<file path="src/rtl/lut_stream_ram.sv">
// Loadable DEPTH x DATA_W lookup memory: streaming loader, random writes, clear sweep, registered read.
// Optional running XOR of accepted stream bytes on load_csum when LUT_STREAM_CHECKSUM_EN is defined.
module lut_stream_ram #(
    parameter int DATA_W = 8,
    parameter int ADDR_W = 8,
    parameter int DEPTH  = 256,
    parameter int WRAP   = 0
) (
    input  logic              clk,
    input  logic              rst,
    input  logic              load_valid,
    input  logic [DATA_W-1:0] load_data,
    output logic              load_ready,
    input  logic              load_restart,
    input  logic              wr_en,
    input  logic [ADDR_W-1:0] wr_addr,
    input  logic [DATA_W-1:0] wr_data,
    input  logic              clear_req,
    input  logic [ADDR_W-1:0] rd_addr,
    output logic [DATA_W-1:0] rd_data,
    output logic [ADDR_W-1:0] load_ptr,
    output logic              full,
    output logic              busy
`ifdef LUT_STREAM_CHECKSUM_EN
    ,
    output logic [DATA_W-1:0] load_csum
`endif
);

    // state    | meaning
    // ST_CLEAR | zero-fill sweep, one entry per cycle; loader and random writes blocked
    // ST_IDLE  | normal operation: stream loads, random writes, reads
    typedef enum logic {ST_CLEAR, ST_IDLE} state_t;

    localparam logic [ADDR_W-1:0] LAST    = ADDR_W'(DEPTH - 1);
    localparam logic [ADDR_W:0]   DEPTH_X = (ADDR_W + 1)'(DEPTH);

    logic [DATA_W-1:0] mem [DEPTH];

    state_t            state;
    logic [ADDR_W-1:0] sweep_cnt;
    logic              accept;
    logic              mem_we;
    logic [ADDR_W-1:0] mem_waddr;
    logic [DATA_W-1:0] mem_wdata;

    assign busy       = (state == ST_CLEAR);
    assign load_ready = (state == ST_IDLE) && !full && !wr_en && !load_restart;
    assign accept     = load_valid && load_ready;

    // Single write port; sweep wins, and load_ready already excludes restart and random writes.
    always_comb begin
        mem_we    = 1'b0;
        mem_waddr = '0;
        mem_wdata = '0;
        if (state == ST_CLEAR) begin
            mem_we    = 1'b1;
            mem_waddr = sweep_cnt;
        end else if (load_restart) begin
            mem_we = 1'b0;
        end else if (wr_en) begin
            mem_we    = ({1'b0, wr_addr} < DEPTH_X);
            mem_waddr = wr_addr;
            mem_wdata = wr_data;
        end else if (accept) begin
            mem_we    = 1'b1;
            mem_waddr = load_ptr;
            mem_wdata = load_data;
        end
    end

    always_ff @(posedge clk or posedge rst) begin
        if (rst) begin
            state     <= ST_CLEAR;
            sweep_cnt <= '0;
            load_ptr  <= '0;
            full      <= 1'b0;
        end else begin
            case (state)
                ST_CLEAR: begin
                    if (clear_req) begin
                        sweep_cnt <= '0;
                    end else if (sweep_cnt == LAST) begin
                        state     <= ST_IDLE;
                        sweep_cnt <= '0;
                        load_ptr  <= '0;
                        full      <= 1'b0;
                    end else begin
                        sweep_cnt <= sweep_cnt + ADDR_W'(1);
                    end
                end
                ST_IDLE: begin
                    if (clear_req) begin
                        state     <= ST_CLEAR;
                        sweep_cnt <= '0;
                    end else if (load_restart) begin
                        load_ptr <= '0;
                        full     <= 1'b0;
                    end else if (accept) begin
                        if (load_ptr == LAST) begin
                            if (WRAP != 0) load_ptr <= '0;
                            else           full     <= 1'b1;
                        end else begin
                            load_ptr <= load_ptr + ADDR_W'(1);
                        end
                    end
                end
                default: state <= ST_CLEAR;
            endcase
        end
    end

    always_ff @(posedge clk) begin
        if (mem_we) mem[mem_waddr] <= mem_wdata;
    end

    // Non-blocking read of mem gives read-first behaviour against a same-cycle write.
    always_ff @(posedge clk or posedge rst) begin
        if (rst)
            rd_data <= '0;
        else if (state == ST_CLEAR || {1'b0, rd_addr} >= DEPTH_X)
            rd_data <= '0;
        else
            rd_data <= mem[rd_addr];
    end

`ifdef LUT_STREAM_CHECKSUM_EN
    always_ff @(posedge clk or posedge rst) begin
        if (rst)
            load_csum <= '0;
        else if (state == ST_IDLE && (clear_req || load_restart))
            load_csum <= '0;
        else if (accept)
            load_csum <= load_csum ^ load_data;
    end
`endif

endmodule

</file>
<file path="config.mk">
export PLATFORM = sky130hd
export DESIGN_NAME = lut_stream_ram
export DESIGN_NICKNAME = d
export VERILOG_FILES = /design/src/rtl/lut_stream_ram.sv
export SDC_FILE = /design/constraint.sdc
export NUM_CORES = 2
export LEC_CHECK = 0
export ABC_CLOCK_PERIOD_IN_PS = 10290
export BUFFER_PORTS_ARGS = -buffer_cell sky130_fd_sc_hd__buf_2
export CAP_MARGIN = 30
export CORE_AREA = 3 3 374 376
export DETAILED_ROUTE_END_ITERATION = 16
export DIE_AREA = 0 0 377 379
export HOLD_SLACK_MARGIN = 0.08
export PLACE_DENSITY = 0.76
export RECOVER_POWER = 100
export SLEW_MARGIN = 0
export SYNTH_ARGS = -nofsm -noshare
export SYNTH_HDL_FRONTEND = slang
export SYNTH_SLANG_ARGS = --single-unit
</file>
<file path="constraint.sdc">
create_clock -name clk -period 10.29 [get_ports clk]
set_input_delay 2.058 -clock clk [delete_from_list [all_inputs] [get_ports clk]]
set_output_delay 2.058 -clock clk [all_outputs]
set_load 0.05 [all_outputs]
</file>
==> metrics.md <==
| Metric | Value |
|---|---|
| Slew @ Worst Pin | `4.01 ns` |
| Grt ovf | `0` |
| Status | `complete, but fails checks` |
| Drt pass-1 iters | `6` |
| DRC | `0` |
| Share of flip-flops with an asynchronous set or reset | `0.0125` |
| Leakage | `0.0323 uW` |
| Fin util | `0.655` |
| Post-synth EDFFs | `2048` |
| I/O pins | `57` |
| HPWL Detailed | `120 mm` |
| Clk Latency, worst-skew pair | `0.84 ns` |
| Post-synthesis sequential area ratio | `0.758` |
| First-pass GRT wire length | `299 mm` |
| Post-CTS Resized | `0` |
| DIE AREA | `0.143 mm2` |
| Layout area overhead | `9.57%` |
| H-tree depth | `4` |
| Cell variety after synth | `81` |
| R2R depth | `4` |
| Worst-path clk slew | `0.06 ns` |
| Vias in the first global route | `41787` |
| Post-synth top area share | `0.750` |
| Crit path launch type | `primary input` |
| Synth Area per Inst | `20.5 um2` |
| CP Data Arrival Time | `7.42 ns` |
| R2r endpoint | `mem[237][5]$_DFFE_PP_` |
| WL/cell | `34.0 um` |
| Final ANT Viol Nets | `0` |
| Leading post-synthesis cells by cell area | `edfxtp_1 75%, mux4_2 9.6%, mux2i_1 3.1%, mux4_1 2.4%, nor2_1 1.5%` |
| Clock sink count | `2074` |
| Root buffer cell | `clkbuf_16` |
| CP Max Fanout | `72` |
| Die Width | `377 um` |
| Largest net degree at the start of global routing | `257` |
| Dominant synthesized flop cell | `edfxtp_1` |
| Final Max Slew Viols | `746` |
| Gr usage total | `0.294` |
| Total wire length | `206 mm` |
| Max Cap Violations | `13` |
| Commonest non-fill, non-tap cell in the layout | `edfxtp_1` |
| Share of cells above drive strength 1 | `0.178` |
| Setup crit end kind | `flop` |
| Rows | `136` |
| 1st-iter DRT viols | `6299` |
| Worst setup path class | `in -> reg` |
| Worst R2R Start | `state$_DFF_PP0_` |
| Worst hold endpoint | `sweep_cnt[7]$_DFFE_PP0P_` |
| Vias after detailed routing | `42181` |
| Vias per cell | `6.95` |
| Final hold violation count | `0` |
| Die Height | `379 um` |
| Pwr Total | `16900 uW` |
| Pwr/cell area | `188 mW/mm2` |
| Inserted Clock Buffers | `196` |
| # fillers | `8570` |
| Failing checks | `max-capacitance violations, max-slew violations` |
| Setup Skew | `0.0468 ns` |
| Mapped Cells | `4000` |
| IO buf count | `56` |
| TritonCTS clock tree | `built` |
| Biggest area consumer among synthesized cells | `edfxtp_1` |
| Mapped cell area | `0.0820 mm2` |
| Setup TNS | `0 ns` |
| Yosys warnings | `0` |
| HP Start | `sweep_cnt[7]$_DFFE_PP0P_` |
| Period utilization | `0.715` |
| Placement Setup Slack | `4.26 ns` |
| Post-CTS Setup Bufs | `0` |
| Nets | `4143` |
| Max-slew headroom | `-1.68` |
| Hold Buf Count CTS | `0` |
| Worst Path Required | `10.36 ns` |
| Initial antenna violation count | `9` |
| Most frequent cells in the layout | `2048 x edfxtp_1, 348 x mux4_2, 330 x nor2_1, 253 x mux2i_1, 199 x clkbuf_16` |
| Fmax | `136 MHz` |
| Clock period minus worst slack | `7.35 ns` |
| Worst Hold Class | `reg -> reg` |
| Finished Layout Cells | `6072` |
| R2R Setup Slk | `3.87 ns` |
| Core area | `0.137 mm2` |
| Peak VDD IR | `0.155 mV` |
| # setup viols final | `0` |
| Dpl cells | `5693` |
| Gpl congestion | `0.892` |
| Clock buffer depth | `3` |
| Starting Density | `0.598` |
| Hold path cells | `2` |
| RSZ-0062 raised after global routing | `false` |
| Net count of the mapped netlist | `4040` |
| Final setup margin | `2.94 ns` |
| #FFs+latches synth | `2074` |
-- sequential cells by signal (all words and copies together) (netlist names) --
signal / flops
mem: 2048
load_ptr: 8
rd_data: 8
sweep_cnt: 8
full: 1
state: 1
-- logic make-up (layout without fill, tap and decap cells) --
| kind of cell | Yosys count | count (layout) | share of synthesized area |
|---|---|---|---|
| and+or+nand+nor | 613 | 613 | 0.0327 |
| DFF | 2074 | 2074 | 0.758 |
| xor gates and xnor gates | 12 | 12 | 0.00128 |
| muxes | 684 | 684 | 0.152 |
| buffers and inverters | 241 | 511 | 0.0239 |
| adders and majority gates | 2 | 2 | 0.000305 |
| AOI/OAI and AO/OA | 374 | 374 | 0.0325 |
| other | 0 | 8 | 0 |
-- routing by layer --
layer | track usage | share of wire
met2 | 0.445 | 0.47
met5 | 0 | 0.00014
met4 | 0.137 | 0.051
met3 | 0.0800 | 0.12
met1 | 0.404 | 0.36
-- final cells by class --
cell class / instances / area, um2 / share of cell area
flip-flops and latches: 2074 / 62100 / 0.692
clock buffers: 262 / 5340 / 0.0594
inverters: 7 / 32.5 / 0.000362
well taps: 1794 / 2240 / 0.0250
multi-input cells: 1685 / 18000 / 0.200
clock inverters: 103 / 1020 / 0.0114
diodes: 8 / 20.0 / 0.000223
repair buffers: 139 / 1070 / 0.0119
-- synth_stat cells (9+ instances only) --
master	number
edfxtp_1	2048
o22ai_1	46
buf_6	30
and2_1	12
nand3_1	43
nor4_1	14
a21oi_1	50
o21ai_0	67
a22oi_1	49
a211oi_1	11
buf_4	22
a2111oi_0	9
nor3_1	34
buf_8	22
nand2_1	106
clkbuf_1	46
buf_12	18
dfrtp_1	26
xor2_1	10
o221ai_1	78
nand4_1	16
nor2_1	338
mux4_2	348
buf_2	75
mux4_1	75
mux2i_1	253
-- worst max-delay path by stage --
stage	from	depth (start not counted)	to	slack (ns)
after floorplan	wr_en	4	mem[0][0]$_DFFE_PP_	0.19
after global routing	wr_en	4	mem[233][5]$_DFFE_PP_	2.57
after CTS	rd_addr[0]	8	rd_data[7]$_DFF_PP0_	5.13
after detailed placement	rd_addr[0]	8	rd_data[7]$_DFF_PP0_	4.26
after global placement	rd_addr[0]	7	rd_data[4]$_DFF_PP0_	4.14
final	wr_en	4	mem[237][5]$_DFFE_PP_	2.94
-- critical path, cell delays in order --
cell and delay, ns:
clkbuf_1 0.70, o21ai_0 0.91, nor2_1 1.06, clkbuf_1 2.56
-- through the flow --
step / hold WS [ns] / area, um2
CTS: 0.549 / 89800
global placement: 0.535 / 83400
detailed placement: 0.538 / 83500
floorplan: 0.487 / 82000
global route: 0.578 / 89800
finish: 0.553 / 89900
-- where the power goes --
part	internal, uW	leakage [uW]	switching, uW
logic	204	0.00664	381
registers	9150	0.0225	4.53
clock network	4050	0.00310	3100
total	13400	0.0323	3490
Note: power is estimated with default switching activity, not from simulation.
